**src/rtl/cache_pkg.sv**
```systemverilog
// Shared types and block geometry for the instruction-cache fill path.
package cache_pkg;

  typedef enum logic {
    IDLE = 1'b0,
    FILL = 1'b1
  } fill_state_t;

  localparam int WORD_BITS         = 16;
  localparam int WORDS_PER_BLOCK   = 8;
  localparam int BLOCK_OFFSET_BITS = 4;
  localparam int WORD_INDEX_BITS   = 3;

  localparam logic [15:0] BLOCK_ALIGN_MASK = 16'hFFF0;

  // Byte offset of a 16-bit word within its block.
  function automatic logic [BLOCK_OFFSET_BITS-1:0] word_byte_offset(
    input logic [WORD_INDEX_BITS-1:0] idx
  );
    return {idx, 1'b0};
  endfunction

endpackage

```
**src/rtl/cache_word_counter.sv**
```systemverilog
// Word counter for one side of a block fill: counts 0..WORDS_PER_BLOCK, done at a full block.
// Clear takes priority over increment; the caller gates increment once done.
module cache_word_counter
  import cache_pkg::*;
(
  input  logic                       clk,
  input  logic                       rst,
  input  logic                       i_clr,
  input  logic                       i_inc,
  output logic [WORD_INDEX_BITS-1:0] o_count,
  output logic                       o_done
);

  logic [WORD_INDEX_BITS:0] r_count;

  always_ff @(posedge clk or posedge rst) begin
    if (rst) begin
      r_count <= '0;
    end else if (i_clr) begin
      r_count <= '0;
    end else if (i_inc) begin
      r_count <= r_count + 1'b1;
    end
  end

  assign o_count = r_count[WORD_INDEX_BITS-1:0];
  assign o_done  = (r_count == (WORD_INDEX_BITS+1)'(WORDS_PER_BLOCK));

endmodule

```
**src/rtl/cache_fill_fsm.sv**
```systemverilog
// Instruction-cache miss handler: reads one block back-to-back, streams returned words into the data array, then writes the tag.
// Reads start the cycle after the miss; completion follows the last returned word regardless of memory latency.
module cache_fill_fsm #(
  parameter int ADDR_WIDTH      = 16,
  parameter int WORDS_PER_BLOCK = 8
) (
  input  logic                  clk,
  input  logic                  rst,
  input  logic                  miss_detected,
  input  logic [ADDR_WIDTH-1:0] miss_address,
  input  logic                  memory_data_valid,
  input  logic [15:0]           memory_data,
  output logic                  memory_read_en,
  output logic [ADDR_WIDTH-1:0] memory_address,
  output logic                  fsm_busy,
  output logic                  write_data_array,
  output logic [ADDR_WIDTH-1:0] fill_address,
  output logic [15:0]           fill_data,
  output logic                  write_tag_array
);

  import cache_pkg::*;

  fill_state_t                r_state;
  fill_state_t                w_next_state;
  logic [ADDR_WIDTH-1:0]      r_base;
  logic [WORD_INDEX_BITS-1:0] w_issue_idx;
  logic [WORD_INDEX_BITS-1:0] w_recv_idx;
  logic                       w_issue_done;
  logic                       w_recv_done;
  logic                       w_in_fill;
  logic                       w_last_word;

  assign w_in_fill   = (r_state == FILL);
  assign w_last_word = w_in_fill && memory_data_valid &&
                       (w_recv_idx == WORD_INDEX_BITS'(WORDS_PER_BLOCK - 1));

  always_ff @(posedge clk or posedge rst) begin
    if (rst) begin
      r_state <= IDLE;
    end else begin
      r_state <= w_next_state;
    end
  end

  // Only IDLE samples the miss, so a miss held through a fill cannot move the base.
  always_ff @(posedge clk or posedge rst) begin
    if (rst) begin
      r_base <= '0;
    end else if ((r_state == IDLE) && miss_detected) begin
      r_base <= miss_address & ~ADDR_WIDTH'(~BLOCK_ALIGN_MASK);
    end
  end

  cache_word_counter u_issue_cnt (
    .clk     (clk),
    .rst     (rst),
    .i_clr   (!w_in_fill),
    .i_inc   (w_in_fill && !w_issue_done),
    .o_count (w_issue_idx),
    .o_done  (w_issue_done)
  );

  cache_word_counter u_recv_cnt (
    .clk     (clk),
    .rst     (rst),
    .i_clr   (!w_in_fill),
    .i_inc   (w_in_fill && memory_data_valid && !w_recv_done),
    .o_count (w_recv_idx),
    .o_done  (w_recv_done)
  );

  always_comb begin
    w_next_state = r_state;
    case (r_state)
      IDLE:    if (miss_detected) w_next_state = FILL;
      FILL:    if (w_last_word)   w_next_state = IDLE;
      default: w_next_state = IDLE;
    endcase
  end

  always_comb begin
    memory_read_en   = 1'b0;
    memory_address   = '0;
    write_data_array = 1'b0;
    fill_address     = '0;
    write_tag_array  = 1'b0;
    if (w_in_fill) begin
      if (!w_issue_done) begin
        memory_read_en = 1'b1;
        memory_address = r_base + ADDR_WIDTH'(word_byte_offset(w_issue_idx));
      end
      if (memory_data_valid) begin
        write_data_array = 1'b1;
        fill_address     = r_base + ADDR_WIDTH'(word_byte_offset(w_recv_idx));
        write_tag_array  = w_last_word;
      end
    end
  end

  assign fsm_busy  = w_in_fill;
  assign fill_data = memory_data;

endmodule

```
**config.mk**
```make
export PLATFORM = sky130hd
export DESIGN_NAME = cache_fill_fsm
export DESIGN_NICKNAME = d
export VERILOG_FILES = /design/src/rtl/cache_pkg.sv /design/src/rtl/cache_word_counter.sv /design/src/rtl/cache_fill_fsm.sv
export SDC_FILE = /design/constraint.sdc
export NUM_CORES = 1
export LEC_CHECK = 0
export ABC_AREA = 1
export ABC_CLOCK_PERIOD_IN_PS = 4030
export CAP_MARGIN = 25
export CORE_UTILIZATION = 41
export CTS_BUF_LIST = sky130_fd_sc_hd__clkbuf_2
export DETAILED_ROUTE_END_ITERATION = 10
export PLACE_DENSITY_LB_ADDON = 0.05
export SYNTH_ARGS = -nofsm -noshare
export SYNTH_HDL_FRONTEND = slang
export SYNTH_HIERARCHICAL = 1
export SYNTH_SLANG_ARGS = --single-unit
export TNS_END_PERCENT = 1
```
**constraint.sdc**
```tcl
create_clock -name clk -period 4.03 [get_ports clk]
set_input_delay 0.403 -clock clk [delete_from_list [all_inputs] [get_ports clk]]
set_output_delay 0.403 -clock clk [all_outputs]
set_load 0.01 [all_outputs]
```
**After elaboration in Yosys (flattened, before gate mapping)**

Index checks and enable logic that the tools add are counted.

- Bits in registers: 21
- Bits of input ports: 36
- Output and inout port bits: 52
- Word-level logic and storage cells: 38

- $add $sub $neg: 4
- Equality and inequality tests: 5
- Muxes and demuxes: 17
- Bitwise gates (word level): 1
- Reductions and logical operators: 7

Operators by type and width:

| operator | count |
|---|---|
| 16-bit 2-to-1 mux | 4 |
| 16-bit by 4-bit adder with 16-bit output | 2 |
| 4-bit 2-to-1 mux | 4 |
| 4-bit by 1-bit adder with 4-bit output, second input constant | 2 |
| 4-bit equality test, second input constant | 2 |
| 1-bit 2-to-1 mux | 8 |
| 1-bit logical AND | 5 |
| 2-bit by 1-bit != test with 1-bit output, second input constant | 2 |
| 3-bit equality test, second input constant | 1 |
| 1-bit logical NOT | 2 |
| 1-bit case mux with 2 select lines | 1 |
| 1-bit NOT | 1 |

**Depth between registers and ports, before layout**

Gate-level depths: netlist (run 1).

- Depth in word-level cells: 5
- Gate-level depth with buffers: 10

**Cells and area by module**

The synthesis (run 1) kept the hierarchy.

Modules (own cells, without submodules):

| module | instances | cells each | area each (µm²) | seq. area each (µm²) |
|---|---|---|---|---|
| cache_fill_fsm | 1 | 133 | 883.3 | 325.3 |
| cache_word_counter | 2 | 32 | 251.5 | 100.1 |

**Worst setup path before layout (run 1)**

Ideal clock, no wire load.

- Path type: flip-flop to output port
- From: register u_issue_cnt.r_count[0]
- To: output port memory_address[10]
- Arrival time: 1.340 ns
- Required time: 3.627 ns
- Setup slack: 2.287 ns
- Cell stages (with the launch flop): 9
- Buffers on the path: 1
- Cell sequence: dfrtp_1 > inv_1 > ha_1 > nand2_1 > nor2_1 > nor2_4 > inv_2 > buf_6 > nor2_1

- Cells in the longest elaborated chain, start to end: 3
- Elaborated cells between the ends (all ways): 4

Ends and longest elaborated chain:

| item | line | text |
|---|---|---|
| from (decl) | cache_word_counter.sv:14 | `logic [WORD_INDEX_BITS:0] r_count;` |
| from (signal assigned) | cache_word_counter.sv:22 | `r_count <= r_count + 1'b1;` |
| 4-bit equality test | cache_word_counter.sv:27 | `assign o_done = (r_count == (WORD_INDEX_BITS+1)'(WORDS_PER_BLOCK));` |
| net w_issue_done | cache_fill_fsm.sv:29 | `logic w_issue_done;` |
| 16-bit 2-to-1 mux | cache_fill_fsm.sv:89 | `if (!w_issue_done) begin` |
| 16-bit 2-to-1 mux | cache_fill_fsm.sv:88 | `if (w_in_fill) begin` |
| to (decl) | cache_fill_fsm.sv:14 | `output logic [ADDR_WIDTH-1:0] memory_address,` |

The timed path passes the listed nets, and every way through them passes these cells.

**Worst setup path after layout (run 1)**

- From: register u_issue_cnt.r_count[0]
- To: output port memory_address[5]

Same word-level chain as after synthesis.

==> run summary, run 1 <==
Of the available clock period, the critical path in the final layout requires 65.9%. For this block, the routed nets add up to 3110 microns of wire. The run gives 8.10 ps as the worst clock skew on the final layout. The register bit total from synthesis works out to 21. For this design, the CTS-stage hold fixing added 0 buffers. The synthesized netlist devotes 31.9% of its cell area to simple gates.

Headroom to the max-slew limit came out at 63.7%. The tool flagged a number of max-cap violations equal to 0. The worst setup path is captured at a primary output. STA puts the critical path data arrival time at 2250 ps. Derived from the worst setup path, the maximum achievable clock frequency is 377 MHz. The type of the tightest min-delay check is input pin to async pin.

The number of antenna diodes in the final layout is 0. The post-synthesis cell area came out at 1390 sq um. The filler cells instantiated in the layout total 305.

The first detailed-routing pass took 4 iterations. The floorplan step defined a die boundary enclosing 3620 sq um. The fraction of final layout cells sized beyond drive strength 1 came out at 4.95%. Of the total power, combinational logic draws 62.2%. After synthesis, the largest family of logic cells by area is simple AND/OR/NAND/NOR gates.

Of the post-synthesis cell area, the part taken by muxes is 0%. For this block, the initial DRC count from the detailed router was 29. The count of flip-flops with a built-in enable after synthesis works out to 0. By area the synthesized netlist is led by dfrtp_1 (38%), buf_4 (14%), nand2_1 (11%).

The worst-case IR drop observed on VDD is 0.324 mV. After clock tree synthesis, the clock-pin slew on the worst setup and hold paths is 190 ps. The logs give 1 for the count of H-tree levels built during CTS and 1205 for the total via count after detailed routing. The flow ran to the end, and the final reports show no timing, DRC or antenna violations. The logs give 88 for the total I/O pin count and 16 for the number of distinct library cells after synthesis.

Summing all placed instances gives a cell area of 1720 sq um. The Yosys step of the flow raised 6 warnings. Sequential share of power: 30.9%. The tools report the startpoint kind of the worst setup timing path as a flip-flop. For the half-perimeter wire length of the detailed placement result, the log shows 2350 microns. In this run the remaining antenna-violating nets after routing total 0. Summing the areas of all fa, ha and maj instances in the mapped netlist gives 3.61% of the synthesized area. After detailed routing, the average wire length per cell comes to 11.7 microns. The per-cell via count in the routed design was 4.53. The share of total power dissipated in the clock network is 6.9%. For the worst setup path, the data required time is 3630 ps. The predominant post-synthesis flop cell is dfrtp_1. The total overflow left after global routing is 0. The shortest clock period the worst path allows after layout was 2650 ps. After clock tree synthesis, the repair step resized 0 gates. The complex-gate fraction of the synthesized area is 2.53%. Of all cell types, the one taking the most synthesized area is dfrtp_1.

The analysis attributes to net switching a power of 0.542 mW. The logs give 3 for the total CTS buffers and 20 for the number of standard-cell rows in the floorplan. TritonCTS built the clock tree. For this design, the sink count on the clock tree is 21. The final instance area was 1740 sq um; the instance count of the mapped netlist was 197. Of the synthesized area, sequential elements account for 37.9%. The net count of the finished layout is 263.

Setup violations remaining at the end of the flow were counted as 0. The average instance in the mapped netlist occupies 7.04 sq um. The most common cell in the synthesized netlist is nand2_1. The synthesized netlist devotes 0% of its cell area to XOR and XNOR gates. Total global routing track utilization: 18.1%.

Once the clock tree was built, the setup fixing pass inserted 0 buffers. For this design the static power due to leakage is 0.893 nW. For this configuration, the core starts out at a cell density of 44.3%. Along the worst path, the maximum fanout reaches 15. The run gives 2 as the largest buffer count on any clock path. Sorting the synthesized cells by how often they occur yields nand2_1 (41), nor2_1 (39), inv_1 (29). The run gives 0 ps as the setup TNS after final layout. The die is 60.2 microns wide. In this run the clock root is driven by a clkbuf_2. The power density over the cells is 725 nW/um^2, and the wire length of the first global-routing pass is 4820 microns. The tools report the cell internal power dissipation as 0.722 mW. At the later pin of the worst-skew pair, clock insertion delay measures 310 ps. For this run, asynchronously set or reset flops after synthesis account for 100%. The maximum number of pins on one net before global-route repair was 21; the net switching fraction of the power was 42.9%. The number of buffer cells added on primary ports was 49. From bottom edge to top edge, the die measures 60.2 microns. The total core area was 3130 sq um; the synthesis-to-layout area growth was 25.6%.

The transition time of the tightest slew-check pin was 543 ps. Hold violation count in the final report: 0. For the initial antenna violation count, the log shows 0. The run gives 0 as the number of max-slew violations in the final report. The post-detailed-route DRC marker count came out at 0. By startpoint and endpoint, the worst setup path is classified as flip-flop to primary output.

The run gives 1085 as the via count of the first global-routing pass. After synthesis, the largest area contributor takes up 37.9% of total cell area. The global placement routability congestion was 0.722.

Setup repair after global routing left no endpoint under its margin.
[per-stage QoR]
| stage | utilization, % | power [mW] | instances | hold WS, ps | worst slack, ps |
|---|---|---|---|---|---|
| after global routing | 55.7 | 1.39 | 266 | 303 | 1200 |
| final | 55.7 | 1.26 | 266 | 300 | 1380 |
| after detailed placement | 55.0 | 1.19 | 262 | 458 | 1590 |
| after global placement | 55.0 | 1.16 | 262 | 455 | 1580 |
| after floorplan | - | 0.880 | 198 | 169 | 2290 |
| after CTS | 55.7 | 1.28 | 266 | 281 | 1350 |
[sequential cells by signal (all words and copies together) (netlist names)]
name and flops:
u_issue_cnt/r_count 4, r_base 12, fsm_busy 1, u_recv_cnt/r_count 4
[worst max-delay path, cell delays in order (launching register included)]
cell and delay, ps:
dfrtp_1 450, inv_1 110, ha_1 200, nand2_1 70, nor2_1 70, nor2_4 210
inv_2 160, nor2_1 140, clkdlybuf4s50_1 550
[cells in the final DEF (no fill, tap or decap)]
cell type / Yosys / final
a21oi_1: 6 / 6
clkbuf_2: 0 / 4
clkdlybuf4s50_1: 0 / 49
conb_1: 1 / 2
dfrtp_1: 21 / 21
ha_1: 4 / 4
inv_1: 29 / 29
inv_2: 2 / 2
nand2_1: 41 / 41
nand3_1: 18 / 18
nor2_1: 39 / 39
nor2_2: 2 / 2
nor2_4: 3 / 3
nor3_1: 1 / 1
o21ai_0: 1 / 1
[layout make-up]
class                   count  area (sq um)  area share (%)
well taps                  44          55.1            3.16
clock buffers               4          20.0            1.15
flip-flops and latches     21           526            30.2
inverters                  31           116            6.68
repair buffers             49           490            28.2
multi-input cells         117           534            30.7
[logic make-up (layout without fill, tap and decap cells)]
group	count (synthesis)	in the layout
simple gates	104	104
buf+inv	60	84
flops	21	21
compound gates	7	7
fa+ha+maj	4	4
other cells	1	2
[routing by layer]
layer,track usage [%],up-vias,routed length [microns]
met5,0,-,0
met4,7.31,0,19
met3,3.25,4,174
met2,33.4,38,1580
met1,20.1,550,1330
li1,-,613,-
[worst paths after layout]
| check | start | endpoint | slack, ps | cells after the start |
|---|---|---|---|---|
| worst max-delay path | u_issue_cnt/r_count[0] | memory_address[5] | 1380 | 8 |
| worst min-delay path | rst | u_recv_cnt/r_count[3] | 300 | 2 |
| max in group asynchronous | rst | r_base[14] | 3250 | 2 |
| min in group clk | r_base[8] | r_base[8] | 490 | 2 |
| worst min register to register | r_base[8] | r_base[8] | 490 | 2 |
| worst max register to register | fsm_busy | u_recv_cnt/r_count[3] | 2360 | 7 |
[power groups by stage]
stage          clock network, mW  logic [mW]  registers, mW
2_1_floorplan                  0       0.504          0.376
3_3_place_gp                   0       0.772          0.390
3_5_place_dp                   0       0.794          0.395
4_1_cts                   0.0959       0.796          0.390
5_1_grt                    0.101       0.877          0.408
6_report                  0.0874       0.785          0.391
Note: power is estimated with default switching activity, not from simulation.
==> inputs of run 2 (changes only) <==
--- a/config.mk
+++ b/config.mk
@@ -6,9 +6,9 @@
 export NUM_CORES = 1
 export LEC_CHECK = 0
 export ABC_AREA = 1
-export ABC_CLOCK_PERIOD_IN_PS = 4030
+export ABC_CLOCK_PERIOD_IN_PS = 2200
 export CAP_MARGIN = 25
-export CORE_UTILIZATION = 41
+export CORE_UTILIZATION = 34
 export CTS_BUF_LIST = sky130_fd_sc_hd__clkbuf_2
 export DETAILED_ROUTE_END_ITERATION = 10
 export PLACE_DENSITY_LB_ADDON = 0.05
==> constraint.sdc (replaced) <==
create_clock -name clk -period 2.2 [get_ports clk]
set_input_delay 0.22 -clock clk [delete_from_list [all_inputs] [get_ports clk]]
set_output_delay 0.22 -clock clk [all_outputs]
set_load 0.01 [all_outputs]
==> run 2 against run 1 <==
  * Critical endpoint is now write_tag_array
  * Non-clock buffer count rose by 6
  * Register-to-register slack got worse by 1800 ps
  * Clock skew fell by 6.7 ps
  * Clock-buffer cell count did not move
  * First-iteration DRC count rose by 55%
  * Global-route usage fell by 1.9 points
  * Hold slack got worse by 190 ps
  * Die area rose by 20%
==> run summary, run 2 (same netlist as run 1, synthesis figures left out) <==
The synthesis-to-layout area growth works out to 28.6%. Traced cell by cell, the critical path runs through inv_2, buf_4, nor3_1, clkdlybuf4s50_1. The residual overflow from global routing is 0. The initial utilization of the core area, before any placement, comes to 36.8%. In this run the worst hold path is classified as input pin to async pin. The count of H-tree levels built during CTS came out at 1. The filler cell count in the final layout was 389; the net load switching power was 0.995 mW. In this run the power density over the cells is 1260 nW/um^2. The post-place setup slack is 127 ps. In this run the static leakage power is 0.967 nW.

The logs give 1.26 mW for the cell internal power dissipation and 1980 ps for the required time at the endpoint of the critical path. The initialized floorplan defines 22 standard-cell rows. The total global routing track utilization was 16.2%; the maximum number of pins on one net before global-route repair was 20. Summed over all layers, the routed wires come to 3220 microns. TritonCTS built the clock tree. Global routing used 30.2% of the available met2 tracks. The final critical-path setup slack came out at 155 ps. The repair_antennas step left the layout with diodes totalling 0. The initial antenna violation count is 0.

The first global-routing pass estimated 5340 microns of wire. The final route contains 1240 vias. The routed wirelength normalized by instance count was 11.6 microns. CTS root buffer: clkbuf_2.

The half-perimeter wire length of the detailed placement result was 2480 microns. The fraction of final layout cells sized beyond drive strength 1 is 7.89%. The startpoint kind of the worst setup timing path is a flip-flop. Area occupied by registers: 526 sq um. For this run, global-route usage on met3 was measured as 2.59%. The pre-antenna-repair detailed-routing pass consisted of 4 iterations.

The total I/O pin count is 88, and the count of non-filler cells in the finished layout is 276. The worst setup path is captured at a primary output. The library cells used most frequently in the layout, excluding fill and tap cells, are nand2_1 (40), nor2_1 (39), clkdlybuf4s50_1 (33). The final instance area came out at 1780 sq um. The per-cell via count in the routed design works out to 4.49.

The peak ir drop on the vdd network is 0.407 mV, and the via count of the first global-routing pass is 1219. For the combinational share of power, the log shows 61.6%. The max-capacitance violation count was 0; the count of placed standard cells including taps was 269. The run gives 0 as the number of max-slew violations in the final report.

Measured along the x axis, the die boundary spans 65.9 microns. After detailed routing, the number of remaining DRC violations is 0. Setup slack on the worst reg-to-reg path comes out at 590 ps. The remaining number of nets flagged by the antenna check after routing was 0; the total core area was 3770 sq um. The completed layout was analyzed and its total power is 2.25 mW.

In the finished design, the share of the clock period the worst path needs comes to 93.0%. Timing would allow up to 489 MHz. r_base holds more flip-flops than any other register. The share of total power dissipated in sequential elements is 31.1%. Net switching fraction of the power: 44.1%. The slowest library cell on the worst path was clkdlybuf4s50_1.

Input and output buffers added on the ports amount to 49. The flip-flop count of the largest register, all copies and words added works out to 12. For the fraction of met1 tracks used by global routing, the log shows 17.7%. The count of nets after finishing is 269, and the area occupied by multi-input gates is 537 sq um. For this block, the initial DRC count from the detailed router was 45. The cell family with the largest share of critical-path delay was buffers and inverters. Summing all placed instances gives a cell area of 1750 sq um. The path type of the worst setup path was flip-flop to primary output. The tools report the worst clock skew on the final layout as 1.42 ps. For the total CTS buffers, the log shows 3. For this design, the CTS-stage hold fixing added 0 buffers. Clock-pin slew was measured on the worst setup and hold paths at 190 ps. The largest registers in the layout are r_base (12), u_issue_cnt/r_count (4), u_recv_cnt/r_count (4).

Setup repair after global routing left no endpoint under its margin. The longest clock path from root to sink contains 2 buffers. The smallest clock period supported by the final layout is computed as 2050 ps. The hold violation count in the final report is 0, and the data arrival time of the critical path is 1830 ps. On the worst path, the slowest cell contributes a delay of 560 ps.

Adding up every negative setup slack in the final design gives 0 ps. met2 is the most crowded layer. Most common library cell in the layout ignoring fill and taps: nand2_1. The run gives 310 ps as the clock latency on the worst-skew pair.

The floorplan step defined a die boundary enclosing 4340 sq um. At the end of routability-driven placement, the weighted congestion stood at 0.770. The number of sinks driven by the clock tree is 21. Setup violations remaining at the end of the flow were counted as 0.

In this run the worst path has a maximum fanout of 19. The flow ran to the end, and the final reports show no timing, DRC or antenna violations. Measured along the y axis, the die boundary spans 65.9 microns. The total buffers and inverters traversed by the critical path came out at 3. In this run, the clock network consumes 7.3% of the power.
## run 2: worst paths after layout
path / cells past startpoint / startpoint / end
setup / recovery: 4 / fsm_busy / write_tag_array
max in group asynchronous: 2 / rst / r_base[9]
setup reg to reg: 10 / u_recv_cnt/r_count[0] / u_recv_cnt/r_count[3]
hold reg to reg: 2 / r_base[9] / r_base[9]
min in group clk: 3 / miss_address[12] / r_base[12]
hold / removal: 2 / rst / u_recv_cnt/r_count[3]
## run 2: power by group through the flow
stage | sequential [mW] | clock, mW | combinational (mW)
finish | 0.702 | 0.164 | 1.39
global route | 0.726 | 0.194 | 1.58
CTS | 0.700 | 0.182 | 1.42
detailed placement | 0.723 | 0 | 1.47
global placement | 0.717 | 0 | 1.44
floorplan | 0.688 | 0 | 0.924
## run 2: repair_timing
item,CTS,global route
setup buffers,3,0
resized for setup,17,2
endpoints found under the setup margin,16,2
pin swaps,1,0
## run 2: metrics by stage
stage / hold slack, ps / util [%]
global placement: 440 / 46.4
global route: 79.8 / 47.3
finish: 112 / 47.3
CTS: 80.4 / 47.1
floorplan: -13.9 / -
detailed placement: 440 / 46.4
## run 2: final cells by class
type / instances / share of cell area, %
sequential: 21 / 29.5
inverter: 31 / 6.81
multi-input combinational: 117 / 30.1
tap: 48 / 3.37
clock buffer: 4 / 1.12
timing repair buffer: 55 / 29.1
## run 2: metal layers
| layer | up-vias | routed length (microns) |
|---|---|---|
| li1 | 622 | - |
| met1 | 567 | 1270 |
| met2 | 39 | 1670 |
| met3 | 12 | 209 |
| met4 | 0 | 61 |
| met5 | - | 0 |
